File: src/rtl/ecc_hamming_scrubber.sv
// Background scrubber for SECDED Hamming memory. It reads each address in turn, corrects
// single-bit errors by writing the fixed word back, and counts and flags uncorrectable words.
module ecc_hamming_scrubber #(
   parameter int unsigned D        = 8,
   parameter int unsigned C        = 12,
   parameter int unsigned AW       = 4,
   parameter int unsigned INTERVAL = 16,
   parameter int unsigned CW       = 16
) (
   input  logic          clk,
   input  logic          rst_b,
   input  logic          enable,
   output logic          mem_req,
   output logic          mem_we,
   output logic [AW-1:0] mem_addr,
   output logic [C:0]    mem_wdata,
   input  logic          mem_gnt,
   input  logic          mem_rvalid,
   input  logic [C:0]    mem_rdata,
   output logic [CW-1:0] corr_cnt,
   output logic [CW-1:0] uncorr_cnt,
   output logic [AW-1:0] err_addr,
   output logic          uncorr_pulse,
   output logic          sweep_done
);

   // One syndrome bit per Hamming parity bit.
   localparam int unsigned SW = C - D;
   localparam int unsigned TW = (INTERVAL > 1) ? $clog2(INTERVAL) : 1;

   typedef enum logic [2:0] {
      StIdle,
      StRdReq,
      StRdWait,
      StCheck,
      StWrReq,
      StNext
   } state_e;

   state_e        state;
   logic [AW-1:0] ptr;
   logic [TW-1:0] timer;
   logic [C:0]    rword;

   logic [SW-1:0] syndrome;
   logic          parity;
   logic          correctable;
   logic          uncorrectable;
   logic [C:0]    fixed_word;

   // Syndrome is the XOR of the Hamming positions (bit index + 1) of all set codeword bits.
   always_comb begin
      syndrome = '0;
      for (int i = 0; i < int'(C); i++) begin
         if (rword[i]) syndrome = syndrome ^ SW'(i + 1);
      end
   end

   // Classify the captured word and build its corrected form.
   always_comb begin
      parity        = ^rword;
      correctable   = parity && (32'(syndrome) <= C);
      uncorrectable = parity ? (32'(syndrome) > C) : (syndrome != '0);
      fixed_word    = rword;
      if (syndrome == '0) begin
         // Only the extra parity bit can be wrong.
         fixed_word[C] = ~rword[C];
      end else begin
         for (int i = 0; i < int'(C); i++) begin
            if (32'(syndrome) == 32'(i + 1)) fixed_word[i] = ~rword[i];
         end
      end
   end

   // Scrub FSM with registered memory-port and status outputs.
   always_ff @(posedge clk or negedge rst_b) begin
      if (!rst_b) begin
         state        <= StIdle;
         ptr          <= '0;
         timer        <= '0;
         rword        <= '0;
         mem_req      <= 1'b0;
         mem_we       <= 1'b0;
         mem_addr     <= '0;
         mem_wdata    <= '0;
         corr_cnt     <= '0;
         uncorr_cnt   <= '0;
         err_addr     <= '0;
         uncorr_pulse <= 1'b0;
         sweep_done   <= 1'b0;
      end else begin
         uncorr_pulse <= 1'b0;
         sweep_done   <= 1'b0;
         unique case (state)
            StIdle: begin
               if (enable) begin
                  if (timer == TW'(INTERVAL - 1)) begin
                     timer    <= '0;
                     state    <= StRdReq;
                     mem_req  <= 1'b1;
                     mem_we   <= 1'b0;
                     mem_addr <= ptr;
                  end else begin
                     timer <= timer + 1'b1;
                  end
               end else begin
                  timer <= '0;
               end
            end
            StRdReq: begin
               if (mem_gnt) begin
                  mem_req <= 1'b0;
                  state   <= StRdWait;
               end
            end
            StRdWait: begin
               if (mem_rvalid) begin
                  rword <= mem_rdata;
                  state <= StCheck;
               end
            end
            StCheck: begin
               if (correctable) begin
                  if (corr_cnt != '1) corr_cnt <= corr_cnt + 1'b1;
                  mem_req   <= 1'b1;
                  mem_we    <= 1'b1;
                  mem_wdata <= fixed_word;
                  state     <= StWrReq;
               end else if (uncorrectable) begin
                  if (uncorr_cnt != '1) uncorr_cnt <= uncorr_cnt + 1'b1;
                  err_addr     <= ptr;
                  uncorr_pulse <= 1'b1;
                  state        <= StNext;
               end else begin
                  state <= StNext;
               end
            end
            StWrReq: begin
               if (mem_gnt) begin
                  mem_req <= 1'b0;
                  mem_we  <= 1'b0;
                  state   <= StNext;
               end
            end
            StNext: begin
               ptr   <= ptr + 1'b1;
               if (ptr == '1) sweep_done <= 1'b1;
               state <= StIdle;
            end
            default: state <= StIdle;
         endcase
      end
   end

endmodule

File: config.mk
export PLATFORM = sky130hd
export DESIGN_NAME = ecc_hamming_scrubber
export DESIGN_NICKNAME = d
export VERILOG_FILES = /design/src/rtl/ecc_hamming_scrubber.sv
export SDC_FILE = /design/constraint.sdc
export NUM_CORES = 1
export LEC_CHECK = 0
export CAP_MARGIN = 30
export CORE_UTILIZATION = 46
export DETAILED_ROUTE_END_ITERATION = 7
export GPL_ROUTABILITY_DRIVEN = 0
export GPL_TIMING_DRIVEN = 0
export PLACE_DENSITY = 0.81
export SETUP_SLACK_MARGIN = 0.4
export SYNTH_ARGS = -nofsm -noshare
export SYNTH_HDL_FRONTEND = slang
export SYNTH_SLANG_ARGS = --single-unit
File: constraint.sdc
create_clock -name clk -period 7.4 [get_ports clk]
set_input_delay 1.48 -clock clk [delete_from_list [all_inputs] [get_ports clk]]
set_output_delay 1.48 -clock clk [all_outputs]
set_load 0.1 [all_outputs]
; ---- Word level (Yosys, flattened, before mapping)
; Index checks and enable logic that the tools add are counted.
[word_totals]
inputBits = 18
output_inout_bits = 57
reg_bits = 81
[op_classes]
n_reduce_logical = 17
n_lt_le_gt_ge = 2
add_sub_neg = 4
eq_ne = 28
muxes = 49
bitwise_logic = 25
[ops]
columns = op, n
row1 = "16-bit by 1-bit adder with 16-bit output, second input constant", 2
row2 = "16-bit inequality test, second input constant", 2
row3 = "4-bit == test, second input constant", 7
row4 = 4-bit two-way mux, 7
row5 = 1-bit two-way mux, 27
row6 = 3-bit two-way mux, 9
row7 = "4-bit by 3-bit == test with 1-bit output, second input constant", 4
row8 = 3-bit case mux with 5 select lines, 1
row9 = 5-bit AND reduction, 3
row10 = 1-bit inverter, 14
row11 = 13-bit parity, 1
row12 = 12-bit two-way mux, 1
row13 = "2-bit inequality test, second input constant", 6
row14 = 2-bit inverter, 6
row15 = 3-bit AND reduction, 3
row16 = "4-bit by 1-bit adder with 4-bit output, second input constant", 2
row17 = "4-bit by 2-bit == test with 1-bit output, second input constant", 2
row18 = "3-bit by 2-bit == test with 1-bit output, second input constant", 2
row19 = "3-bit == test, second input constant", 2
row20 = 3-bit inverter, 2
row21 = 1-bit case mux with 3 select lines, 2
row22 = 3-bit nonzero test, 2
row23 = "4-bit by 1-bit == test with 1-bit output, second input constant", 1
row24 = "4-bit greater-than comparator, second input constant", 1
row25 = 12 further kinds, 16

; ---- Longest topological paths before layout
[depth]
ltp_word = 25
mapped_depth = 10

; ---- Worst setup path before layout
; Ideal clock, no wire load.
[synth_timing]
path_kind = flip-flop to flip-flop
startpoint = reg corr_cnt[0]
endpoint = reg corr_cnt[1]
required_time_ns = 7.272
path_stages_with_launch = 7
n_path_buf = 0
setup_slack_ns = 4.342
arrival_time_ns = 2.930
cell_sequence = dfrtp_1 -> ha_1 -> and3_1 -> nand3_1 -> o41ai_1 -> nor2_8 -> mux2_1
[synth_via]
elab_chain_cells = 2
elab_cells_between_ends = 3
classes_between = 1 x add/sub / 1 x eq/ne / 1 x reduce/logical
[synth_lines]
columns = element, line
row1 = start: declaration, 20  ; output logic [CW-1:0] corr_cnt,
row2 = start signal: assignment, 124  ; if (corr_cnt != '1) corr_cnt <= corr_cnt + 1'b1;
row3 = branches (longest 2 deep; another with 16-bit by 1-bit adder with 16-bit output), -
; Parallel ways; which one is timed is not known.
; A chain may end at the register's enable or synchronous reset.

; ---- Worst setup path after layout
[layout_timing]
startpoint = reg uncorr_cnt[7]
endpoint = out uncorr_cnt[7]
[layout_rtl]
columns = element, line
row1 = start: declaration, 21  ; output logic [CW-1:0] uncorr_cnt,
row2 = start signal: assignment, 130  ; if (uncorr_cnt != '1) uncorr_cnt <= uncorr_cnt + 1'b1;
; No word-level cell between the ends.

==> reports/results.ini <==
[outcome]
status=finished, final reports clean

[worst_setup_path]
critPathArrivalTime_ns=2.02
cp.buffers_inverters=1
cp_max_fo=7
required_ns=5.92
path_delay_family=buffers and inverters
max_stage_delay_ns=1.19
r2r_cells=9
r2r_end=mem_wdata[1]$_DFFE_PN0P_
path_cells=clkdlybuf4s50_1
critPathCaptureType=output pin
startpoint_type=flop
path_class=flop to output pin
regToRegStartpoint=rword[10]$_DFFE_PN0P_
regToRegSetupSlack_ns=4.48
slowest_stage=clkdlybuf4s50_1

[yosys]
synth.ff_latch_count=81
ys_types=54
postSynth.asyncResetShare_pct=100.0
synth_edf_count=0
ys.warnings.count=0
synth_nets=393
netlist_area_sq_mm=0.004168
synth_ff_type=dfrtp_1
ys_seq_area_share_pct=48.63
synth_area_per_cell_sq_um=11.23
synthCells=371

[final_layout]
layout_commonest_cell=dfrtp_1
nNetsFinal=480
final_cell_mix=dfrtp_1, clkdlybuf4s50_1, xnor2_1
antennaDiodeCount=0
synthToLayoutAreaGrowth_pct=26.87
drive_gt1_share_pct=12.96

[sta]
worst_clock_skew_ns=0.01111
period_needed_ns=3.497
maxSlewHeadroom_pct=32.84
final_hold_viol_count=0
rsz0062_at_grt=false
final.setup.tns_ns=0
fin_crit_sh_pct=47.25
finalSetupViolations=0
worst_pin_slew_ns=1.004
fmax_ghz=0.2860
slew_viol_final=0

[clock_tree]
cts_tree=done
numCtsBuffers=9
insertion_delay_ns=0.35
clk_pin_slew_ns=0.08
cts_hold_buf=0
cts_buffer_depth=2
htree_num_levels=3
root_buffer=clkbuf_8
cts_sinks=81
ctsResizeCount=0
post_cts_buffers=0

[min_path]
worstHoldStart=corr_cnt[15]$_DFFE_PN0P_
hold_end=corr_cnt[15]$_DFFE_PN0P_
hold_class=flop to flop
worstHoldPathCells=1

[die]
start_util_pct=47.56
core_area_sq_mm=0.008763
die_h_um=97.19
die_x_um=97.19
dieArea_sq_mm=0.009445
rows=34
ios=75

[routing]
firstDrtPassIters=5
vias=3079
ant_nets=0
drc=0
via_per_inst=5.392
wire_per_inst_um=15.09
drt_iter0_markers=118
wl_mm=8.615

[run]
drv_cap=0

[global_route]
grt_overflow=0
grt_max_degree=42
track_usage_pct=19.48
grt_pass1_wl_mm=14.87
grt_pass1_vias=3180
grt_antenna_before_repair=0

[placed_design]
io_buffers=74
hpwl_mm=6.380

## how the worst max path moves through the flow
stage / from / to / slack, ns / depth (start not counted)
3_5_place_dp: mem_rvalid / rword[6]$_DFFE_PN0P_ / 4.04 / 5
2_1_floorplan: corr_cnt[0]$_DFFE_PN0P_ / corr_cnt[1]$_DFFE_PN0P_ / 4.34 / 6
5_1_grt: uncorr_cnt[7]$_DFFE_PN0P_ / uncorr_cnt[7] / 3.84 / 1
3_3_place_gp: rst_b / mem_wdata[8]$_DFFE_PN0P_ / 2.06 / 1
6_report: uncorr_cnt[7]$_DFFE_PN0P_ / uncorr_cnt[7] / 3.90 / 1
4_1_cts: uncorr_cnt[7]$_DFFE_PN0P_ / uncorr_cnt[7] / 3.87 / 1
## registers in the layout (all words and copies together), names as in the netlist, 3 cells and up
| register | count |
|---|---|
| mem_addr | 4 |
| mem_wdata | 13 |
| uncorr_cnt | 16 |
| state | 3 |
| timer | 4 |
| ptr | 4 |
| corr_cnt | 16 |
| rword | 13 |
| err_addr | 4 |
## worst reg2reg max path, delay by kind of cell (launching register included)
kind | cells | cell delay, ns
buf+inv | 3 | 0.51
compound gates | 1 | 0.29
simple gates | 1 | 0.12
mux | 1 | 0.34
flops | 1 | 0.37
xor+xnor | 3 | 1.18
## logic make-up after synthesis
logic type	after synthesis	share of synthesized area, %
adders and majority gates	4	1.201
buffers and inverters	16	2.041
DFF	81	48.63
muxes	32	8.586
AOI/OAI and AO/OA	45	7.596
xor gates and xnor gates	62	15.79
and+or+nand+nor	131	16.15
## area by class of cell
type	instances	area [sq um]
Timing Repair Buffer	76	763.2
Clock buffer	12	145.1
Sequential cell	81	2027
Tap cell	108	135.1
Fill cell	735	3476
Clock inverter	4	76.32
Inverter	4	15.01
Buffer	12	70.07
Multi-Input combinational cell	274	2056
## stage by stage
step                      hold slack (ns)  std cells  utilization (%)  cell area (sq um)  setup slack, ns
after floorplan                    0.4732        371                -               4168            4.342
after global placement             0.4776        553            57.55               5044            2.062
after detailed placement           0.4890        554            57.75               5061            4.037
after CTS                          0.4992        570            60.28               5283            3.871
after global routing               0.5281        571            60.34               5288            3.839
final                              0.4963        571            60.34               5288            3.903
## metal layers
| layer | part of all wire [%] | wire [um] | global-route usage [%] | vias up |
|---|---|---|---|---|
| met3 | 5.7 | 492 | 4.892 | 15 |
| li1 | - | - | - | 1475 |
| met5 | 0 | 0 | 0 | - |
| met4 | 1.5 | 127 | 6.774 | 0 |
| met2 | 49 | 4236 | 32.88 | 104 |
| met1 | 44 | 3759 | 24.31 | 1485 |
## cells in the mapped netlist (all sizes together) (2+ instances only)
master,instances,area (sq um)
nand4,12,75.07
xnor2,43,399.1
buf,6,47.54
o21ai,13,65.06
a21o,2,15.01
mux2,30,337.8
nor3,7,51.30
nor2,31,140.1
a21oi,11,55.05
nor2b,2,12.51
a31oi,2,12.51
nand3,29,145.1
a211o,2,17.52
xor2,15,168.9
or3,4,25.02
and4,2,17.52
clkbuf,6,22.52
and3,9,56.30
and2,2,12.52
ha,4,50.05
mux2i,2,20.02
nand2,29,108.9
xnor3,4,90.09
inv,4,15.01
dfrtp,81,2027
Power is left out: the tool's default activity adds up to more than one toggle a clock period on the data nets, which glitch-free logic cannot reach.
